$ cat src/rtl/rx_frame_parser_pkg.sv
// Shared types and constants for the Ethernet receive frame parser.
// Holds the FSM state encoding, the header length and the broadcast address.
package rx_frame_parser_pkg;

    typedef enum logic [1:0] {
        IDLE,
        HDR,
        PAYLOAD,
        DROP
    } rx_fsm_t;

    localparam int          ETH_HDR_BYTES = 14;
    localparam logic [47:0] BCAST_MAC     = 48'hFFFF_FFFF_FFFF;
    localparam int          HDR_IDX_W     = 4;

    // True when a destination address is one this station listens to.
    function automatic logic mac_accepted(input logic [47:0] mac,
                                          input logic [47:0] local_mac);
        return (mac == local_mac) || (mac == BCAST_MAC);
    endfunction

endpackage

$ cat src/rtl/rx_frame_parser_hdr_shift.sv
// rx_hdr_shift: 14-byte Ethernet header capture register.
// Each accepted header byte is written at the given byte index; the register
// is read out as destination address, source address and EtherType/length,
// first byte on the wire in the most significant position.
module rx_hdr_shift
    import rx_frame_parser_pkg::*;
(
    input  logic                 clk,
    input  logic                 rst_n,
    input  logic                 wr_en,
    input  logic [HDR_IDX_W-1:0] idx,
    input  logic [7:0]           data,
    output logic [47:0]          dst_mac,
    output logic [47:0]          src_mac,
    output logic [15:0]          len_type
);

    logic [ETH_HDR_BYTES-1:0][7:0] hdr_q;

    // Capture one header byte per accepted header beat.
    // NOTE: state is updated with <= so every register samples the pre-edge
    // values; blocking assignments here would create order-dependent logic.
    // NOTE: this small register array is reset because the header outputs
    // must read zero after reset; large data buffers are normally left unreset.
    always_ff @(posedge clk or negedge rst_n) begin
        if (!rst_n) begin
            hdr_q <= '0;
        end else if (wr_en && (int'(idx) < ETH_HDR_BYTES)) begin
            hdr_q[idx] <= data;
        end
    end

    assign dst_mac  = {hdr_q[0], hdr_q[1], hdr_q[2], hdr_q[3], hdr_q[4], hdr_q[5]};
    assign src_mac  = {hdr_q[6], hdr_q[7], hdr_q[8], hdr_q[9], hdr_q[10], hdr_q[11]};
    assign len_type = {hdr_q[12], hdr_q[13]};

endmodule

$ cat src/rtl/rx_frame_parser.sv
// rx_frame_parser: Ethernet receive frame parser.
// Splits a MAC byte stream into a 14-byte header (captured in rx_hdr_shift)
// and a payload that is streamed into an external byte buffer. Runt frames,
// buffer overflow, payload-length overflow and MAC-flagged bad frames are
// reported with frame_err. Define RX_ADDR_FILTER_EN to silently discard
// frames whose destination is neither LOCAL_MAC nor broadcast.
module rx_frame_parser
    import rx_frame_parser_pkg::*;
#(
    parameter int          SIZE      = 2048,
    parameter logic [47:0] LOCAL_MAC = 48'h02_00_00_00_00_01
) (
    input  logic        clk,
    input  logic        rst_n,
    input  logic [7:0]  rx_tdata,
    input  logic        rx_tvalid,
    input  logic        rx_tlast,
    input  logic        rx_tuser,
    input  logic        btx_full,
    output logic        btx_wr_en,
    output logic [7:0]  btx_wr_data,
    output logic        rx_header_valid,
    output logic [47:0] dst_mac,
    output logic [47:0] src_mac,
    output logic [15:0] len_type,
    output logic [15:0] payload_len,
    output logic        frame_err
);

    localparam logic [HDR_IDX_W-1:0] LAST_HDR_IDX = HDR_IDX_W'(ETH_HDR_BYTES - 1);
    localparam logic [15:0]          PLEN_MAX     = 16'(SIZE);

    rx_fsm_t              state;
    logic [HDR_IDX_W-1:0] hdr_idx;
    logic                 hdr_wr;
    logic [HDR_IDX_W-1:0] hdr_wr_idx;
`ifdef RX_ADDR_FILTER_EN
    logic                 filt_drop;
`endif

    // Steer the current byte into the header register while in IDLE/HDR.
    // NOTE: every always_comb output gets a default first so no path can
    // leave it unassigned and infer a latch.
    always_comb begin
        hdr_wr     = 1'b0;
        hdr_wr_idx = hdr_idx;
        unique case (state)
            IDLE: begin
                hdr_wr     = rx_tvalid && !rx_tlast;
                hdr_wr_idx = '0;
            end
            HDR:     hdr_wr = rx_tvalid;
            default: ;
        endcase
    end

    rx_hdr_shift u_hdr_shift (
        .clk      (clk),
        .rst_n    (rst_n),
        .wr_en    (hdr_wr),
        .idx      (hdr_wr_idx),
        .data     (rx_tdata),
        .dst_mac  (dst_mac),
        .src_mac  (src_mac),
        .len_type (len_type)
    );

    // Frame FSM with registered buffer strobe, payload count and status pulses.
    always_ff @(posedge clk or negedge rst_n) begin
        if (!rst_n) begin
            state           <= IDLE;
            hdr_idx         <= '0;
            payload_len     <= '0;
            btx_wr_en       <= 1'b0;
            btx_wr_data     <= '0;
            rx_header_valid <= 1'b0;
            frame_err       <= 1'b0;
`ifdef RX_ADDR_FILTER_EN
            filt_drop       <= 1'b0;
`endif
        end else begin
            btx_wr_en       <= 1'b0;
            rx_header_valid <= 1'b0;
            frame_err       <= 1'b0;
            // Idle beats (rx_tvalid low) leave every counter and the state alone.
            if (rx_tvalid) begin
                unique case (state)
                    IDLE: begin
                        payload_len <= '0;
`ifdef RX_ADDR_FILTER_EN
                        filt_drop   <= 1'b0;
`endif
                        if (rx_tlast) begin
                            frame_err <= 1'b1;
                        end else begin
                            hdr_idx <= HDR_IDX_W'(1);
                            state   <= HDR;
                        end
                    end
                    HDR: begin
                        if (rx_tlast) begin
                            // Runt: frame ended before any payload byte.
                            frame_err <= 1'b1;
                            state     <= IDLE;
                        end else if (hdr_idx == LAST_HDR_IDX) begin
                            state <= PAYLOAD;
`ifdef RX_ADDR_FILTER_EN
                        end else if ((hdr_idx == HDR_IDX_W'(5)) &&
                                     !mac_accepted({dst_mac[47:8], rx_tdata}, LOCAL_MAC)) begin
                            filt_drop <= 1'b1;
                            state     <= DROP;
`endif
                        end else begin
                            hdr_idx <= hdr_idx + HDR_IDX_W'(1);
                        end
                    end
                    PAYLOAD: begin
                        if (btx_full || (payload_len >= PLEN_MAX)) begin
                            // Overflow: this byte is not written. If it is also
                            // the last byte, close the frame right away.
                            if (rx_tlast) begin
                                rx_header_valid <= 1'b1;
                                frame_err       <= 1'b1;
                                state           <= IDLE;
                            end else begin
                                state <= DROP;
                            end
                        end else begin
                            btx_wr_en   <= 1'b1;
                            btx_wr_data <= rx_tdata;
                            payload_len <= payload_len + 16'd1;
                            if (rx_tlast) begin
                                rx_header_valid <= 1'b1;
                                frame_err       <= rx_tuser;
                                state           <= IDLE;
                            end
                        end
                    end
                    DROP: begin
                        if (rx_tlast) begin
                            state <= IDLE;
`ifdef RX_ADDR_FILTER_EN
                            // Filtered frames vanish; overflowed ones report
                            // how many bytes reached the buffer.
                            if (!filt_drop) begin
                                rx_header_valid <= 1'b1;
                                frame_err       <= 1'b1;
                            end
`else
                            rx_header_valid <= 1'b1;
                            frame_err       <= 1'b1;
`endif
                        end
                    end
                    default: state <= IDLE;
                endcase
            end
        end
    end

endmodule

$ cat config.mk
export PLATFORM = sky130hd
export DESIGN_NAME = rx_frame_parser
export DESIGN_NICKNAME = d
export VERILOG_FILES = /design/src/rtl/rx_frame_parser_pkg.sv /design/src/rtl/rx_frame_parser_hdr_shift.sv /design/src/rtl/rx_frame_parser.sv
export SDC_FILE = /design/constraint.sdc
export NUM_CORES = 1
export LEC_CHECK = 0
export CORE_ASPECT_RATIO = 1.4
export CORE_MARGIN = 10
export CORE_UTILIZATION = 49
export DETAILED_ROUTE_END_ITERATION = 6
export PLACE_DENSITY = 0.83
export SYNTH_ARGS = -nofsm -noshare
export SYNTH_HDL_FRONTEND = slang
export SYNTH_SLANG_ARGS = --single-unit
export TNS_END_PERCENT = 20
$ cat constraint.sdc
create_clock -name clk -period 2.4 [get_ports clk]
set_input_delay 0.48 -clock clk [delete_from_list [all_inputs] [get_ports clk]]
set_output_delay 0.48 -clock clk [all_outputs]
set_load 0.1 [all_outputs]
=== Word level (Yosys, flattened, before mapping) ===
Cells that the tools add are included.
Widths: inputs -> output; s select.

* Word-level logic and storage cells: 79
* Bits in latches: 0
* Register bits after elaboration: 145
* ROM bits: 0
* Output and inout bits: 139
* Bits in writable memories: 0
* Input port bits: 14
* Memories kept: 0

* Bitwise gates (word level): 1
* Divide/modulo/power cells: 0
* Order comparisons: 4
* Multiply operators: 0
* Reduce and logical (&&, ||, !) cells: 14
* Add/sub/neg operators: 2
* Mux-type cells: 28
* Shifts and indexed selects: 0
* Equal/unequal tests: 9

{| class="wikitable"
|+ Operators by type and width
! cell !! count
|-
| $bwmux 112 || 1
|-
| $demux 8 s4 || 1
|-
| $pmux 16 s2 || 1
|-
| $add 16x1->16 const B || 1
|-
| $ge 16x12->1 const B || 1
|-
| $mux 16 || 1
|-
| $mux 4 || 4
|-
| $mux 2 || 6
|-
| $mux 1 || 9
|-
| $reduce_and 3->1 || 3
|-
| $mux 8 || 1
|-
| $ne 2x2->1 const B || 4
|-
| $pmux 2 s4 || 1
|-
| $pmux 4 s2 || 1
|-
| $lt 4x5->1 const B || 1
|-
| $reduce_and 5->1 || 1
|-
| $add 4x1->4 const B || 1
|-
| $eq 2x2->1 const B || 2
|-
| $eq 4x4->1 const B || 1
|-
| $ge 4x1->1 const B || 1
|-
| $lt 4x4->1 const B || 1
|-
| $pmux 1 s2 || 2
|-
| $reduce_bool 2->1 || 2
|-
| $logic_and 1x1->1 || 3
|-
| other kinds (8) || 8
|}

=== Depth between registers and ports, before layout ===
Gate-level depths: netlist of the first run.

* Depth in word-level cells: 7
* Mapped depth: 6
* Depth with buffers taken out: 6

=== Hierarchy ===
From an unflattened synthesis of the first run, not the netlist that was laid out.

* Cells, all modules: 416
* Area total of the unflattened synthesis: 5995.8 µm²

{| class="wikitable"
|+ Modules (own cells, without submodules)
! module !! seq. area each (µm²) !! cells an instance !! area each (µm²) !! instances
|-
| rx_hdr_shift || 2802.7 || 260 || 4389.2 || 1
|-
| rx_frame_parser || 825.8 || 156 || 1606.5 || 1
|}

=== Worst setup path before layout of the first run ===
OpenSTA, ideal clock, no wires.

* Kind: reg-to-reg
* From: register payload_len[5]
* To: register payload_len[10]
* Data required time: 2322 ps
* Path buffers: 0
* Setup time: 78 ps
* Arrival: 2077 ps
* Clock period less this slack: 2155 ps
* Cell stages (with the launch flop): 5
* Path slack: 245 ps
* Cell sequence: dfrtp_1 and3_1 nand3_1 or4_1 a21oi_1

* Cells in the longest elaborated chain, start to end: 4

{| class="wikitable"
|+ Ends and longest elaborated chain
! item !! RTL line !! source
|-
| start: declaration || rx_frame_parser.sv:26 || <nowiki>output logic [15:0] payload_len,</nowiki>
|-
| start signal: assignment || rx_frame_parser.sv:131 || <nowiki>payload_len <= payload_len + 16'd1;</nowiki>
|-
| $ge 16x12->1 || rx_frame_parser.sv:118 || <nowiki>if (btx_full || (payload_len >= PLEN_MAX)) begin</nowiki>
|-
| $logic_or 1x1->1 || rx_frame_parser.sv:118 ||
|-
| $ne 2x2->1 (no line) || - ||
|-
| $reduce_and 3->1 (no line) || - ||
|}

Parallel ways exist; a longest one is shown, timed or not. The select of a mux whose other input is x is not followed.
A chain may end at the register's enable or synchronous reset.

=== Worst setup path after layout of the first run ===
* From: input rx_tvalid
* To: register u_hdr_shift.hdr_q (netlist bit u_hdr_shift.dst_mac[28])

* Cells in the longest elaborated chain, start to end: 3

{| class="wikitable"
|+ Ends and longest elaborated chain
! item !! RTL line !! source
|-
| start: declaration || rx_frame_parser.sv:16 || <nowiki>input logic rx_tvalid,</nowiki>
|-
| $logic_and 1x1->1 || rx_frame_parser.sv:49 || <nowiki>hdr_wr = rx_tvalid && !rx_tlast;</nowiki>
|-
| $pmux 1 s2 (*) || rx_frame_parser.sv:47 || <nowiki>unique case (state)</nowiki>
|-
| $logic_and 1x1->1 (*) || rx_frame_parser_hdr_shift.sv:28 || <nowiki>end else if (wr_en && (int'(idx) < ETH_HDR_BYTES)) begin</nowiki>
|-
| end signal: indexed assignment || rx_frame_parser_hdr_shift.sv:29 || <nowiki>hdr_q[idx] <= data;</nowiki>
|-
| end: declaration || rx_frame_parser_hdr_shift.sv:18 || <nowiki>logic [ETH_HDR_BYTES-1:0][7:0] hdr_q;</nowiki>
|}

Mark *: on every way between the ends. The rest lies on a longest branch, timed or not.

==> results of run 1 <==
## cell families after synthesis
| group | share of synthesized area |
|---|---|
| mux | 0.232 |
| compound gates | 0.0358 |
| fa+ha+maj | 0.00853 |
| simple gates | 0.0853 |
| xor+xnor | 0.00299 |
| flops | 0.619 |
| buf+inv | 0.0166 |
## stage by stage
| stage | utilization | hold slack, ps |
|---|---|---|
| 6_report | 0.676 | 24.9 |
| 5_1_grt | 0.676 | 51.0 |
| 3_5_place_dp | 0.626 | 484 |
| 2_1_floorplan | - | 184 |
| 4_1_cts | 0.676 | 47.3 |
| 3_3_place_gp | 0.626 | 471 |
## flip-flops by register name (all words and copies together), names as in the netlist, 2 cells and up
name,cells
state,2
btx_wr_data,8
payload_len,16
u_hdr_shift.src_mac,48
hdr_idx,4
u_hdr_shift.len_type,16
u_hdr_shift.dst_mac,48
## layer usage
layer,global-route usage,up-vias,share of wire
li1,-,1804,-
met1,0.194,2012,0.38
met2,0.341,97,0.56
met3,0.0577,8,0.055
met4,0.0592,0,0.0088
met5,0,-,0
## final cells by class
type	instances	area (um^2)	area share
clock buffer	19	433	0.0544
tap	147	184	0.0231
sequential	145	3630	0.456
timing repair buffer	175	1390	0.174
multi-input combinational	236	2140	0.269
clock inverter	13	163	0.0204
inverter	6	22.5	0.00283
## how the worst min path moves through the flow
stage,startpoint,endpoint,slack [ps]
floorplan,rst_n,btx_wr_data[0],180
global placement,rst_n,u_hdr_shift.src_mac[11],470
detailed placement,rst_n,u_hdr_shift.src_mac[41],480
CTS,rst_n,u_hdr_shift.src_mac[43],50
global route,rst_n,u_hdr_shift.src_mac[11],50
finish,rst_n,u_hdr_shift.src_mac[43],20
## cell usage in the layout (no fill, tap or decap), types with 5 or more instances in the layout
cell type / count
mux2_2: 118
clkbuf_16: 17
nor2_1: 7
nor2b_1: 7
buf_4: 159
o21ai_0: 5
dfrtp_1: 145
inv_1: 6
clkdlybuf4s50_1: 12
nor2_2: 5
a21oi_1: 11
nand3_1: 7
nand2_1: 12
==> impl_metrics.ini, run 1 <==
[clock_network]
clk_path_buf_depth = 2
clkSlewWorstSetupHoldPaths_ps = 60
cts_sinks = 145
post_cts_resized = 0
clock_latency_ps = 410
root_buffer = clkbuf_16
cts_setup_buffers = 0
htreeDepth = 4
cts_hold_buffers = 0
cts_made_buffers = 17
cts_tree = done

[setup_path]
setup.worst_path.end_class = flip-flop
cp_num_cells = 5
cp_cell_sequence = clkdlybuf4s50_1 > and3b_1 > nand4b_2 > nor3_4 > mux2_2
critical_path.slowest_cell = clkdlybuf4s50_1
rr_endpoint = u_hdr_shift.dst_mac[28]
worst-path-buf-inv = 1
cp_max_fo = 8
reg2reg_depth = 4
r2r_start = state[0]
startpoint_type = input pin
crit_path_max_incr_delay_ps = 610
crit_start = rx_tvalid
path_class = input pin to flip-flop
reg2reg_setup_slack_ps = 470
crit_family = simple AND/OR/NAND/NOR gates
worstSetupEndpoint = u_hdr_shift.dst_mac[28]
required_ps = 2690
cp_data_arrival_time_ps = 2330

[sta]
drv_slew = 0
finClkSkew_ps = 8.76
worst_pin_slew_ps = 807
post-route-period-util = 0.850
fin_tns_setup_ps = 0
setup_viol = 0
slew_headroom = 0.461
finalHoldViolCount = 0
fmax_mhz = 490
worst_slack_ps = 359
min_period_ps = 2040
rsz0062_at_grt = false

[place]
preCtsSetupSlack_ps = -56.1
place.port_buffers = 152
placed_cell_area_um2 = 7360
dp.cells = 709
dp_hpwl_mm = 11.3
routabilityCongestion = 0.803

[synthesis]
synth_area_um2 = 5870
syn_area_per_cell_um2 = 14.5
syn_inst = 405
synth_top_area_frac = 0.619
ys_ff_latch = 145
yosys_warnings = 0
async_flop_share = 1.00
synth_edf_count = 0
synthFlopType = dfrtp_1
synth_cell_types = 46
synthTopCellsByArea = dfrtp_1, mux2_2, a21oi_1, ha_1, clkbuf_1
seq_area_frac_synth = 0.619
synth_nets = 423
ys_top_cells_by_count = dfrtp_1, mux2_2, clkbuf_1, nand2_1, a21oi_1
synth_area_leader_cell = dfrtp_1
yosysMostFrequentCell = dfrtp_1

[worst_hold_path]
worst_hold_path_type = input pin to asynchronous set/reset pin

[drt]
wl_per_cell_um = 21.1
routed_via_density = 5.29
num_vias = 3921
drtAntennaViolNets = 0
drt_first_pass_iters = 5
drc = 0
drtIter0Drc = 150
totalWireLength_mm = 15.6

[cells_and_area]
antenna_cells = 0
synthToLayoutAreaGrowth_pct = 35.6
final_area_um2 = 7960
drive_gt1_frac = 0.551
fin_nets = 599
fill_cells = 870
final_cells = 741

[global_route]
grt_pass1_wl_mm = 24.4
grt_overflow = 0
grt_max_degree = 58
grt_pass1_vias = 4361
grt_use_total = 0.185
antenna_found_initial = 0

[die]
die_w_um = 112
placementRows = 47
initial_core_util = 0.499
io_pins = 153
core-area_um2 = 11800
die_y_um = 149
dieArea_um2 = 16800

[run_status]
outcome = finished clean

[run]
cap_violations = 0
Power of run 1 is not shown: default switching activity piles up to over one toggle a cycle in this logic, so the estimate is an artifact.
==> run 2, diff against run 1 <==
--- a/config.mk
+++ b/config.mk
@@ -10,6 +10,8 @@
 export CORE_UTILIZATION = 49
 export DETAILED_ROUTE_END_ITERATION = 6
 export PLACE_DENSITY = 0.83
+export SKIP_CTS_REPAIR_TIMING = 1
+export SLEW_MARGIN = 5
 export SYNTH_ARGS = -nofsm -noshare
 export SYNTH_HDL_FRONTEND = slang
 export SYNTH_SLANG_ARGS = --single-unit
==> results of run 2 <==
Same layout as run 1: the final DEF is identical, and so are final timing and power.
Power of run 2 is left out for the same reason.
==> run 3, diff against run 2 <==
--- a/config.mk
+++ b/config.mk
@@ -8,6 +8,7 @@
 export CORE_ASPECT_RATIO = 1.4
 export CORE_MARGIN = 10
 export CORE_UTILIZATION = 49
+export CTS_CLUSTER_SIZE = 8
 export DETAILED_ROUTE_END_ITERATION = 6
 export PLACE_DENSITY = 0.83
 export SKIP_CTS_REPAIR_TIMING = 1
==> results of run 3 <==
Same layout as run 1: the final DEF is identical, and so are final timing and power.
Power of run 3 is left out for the same reason.
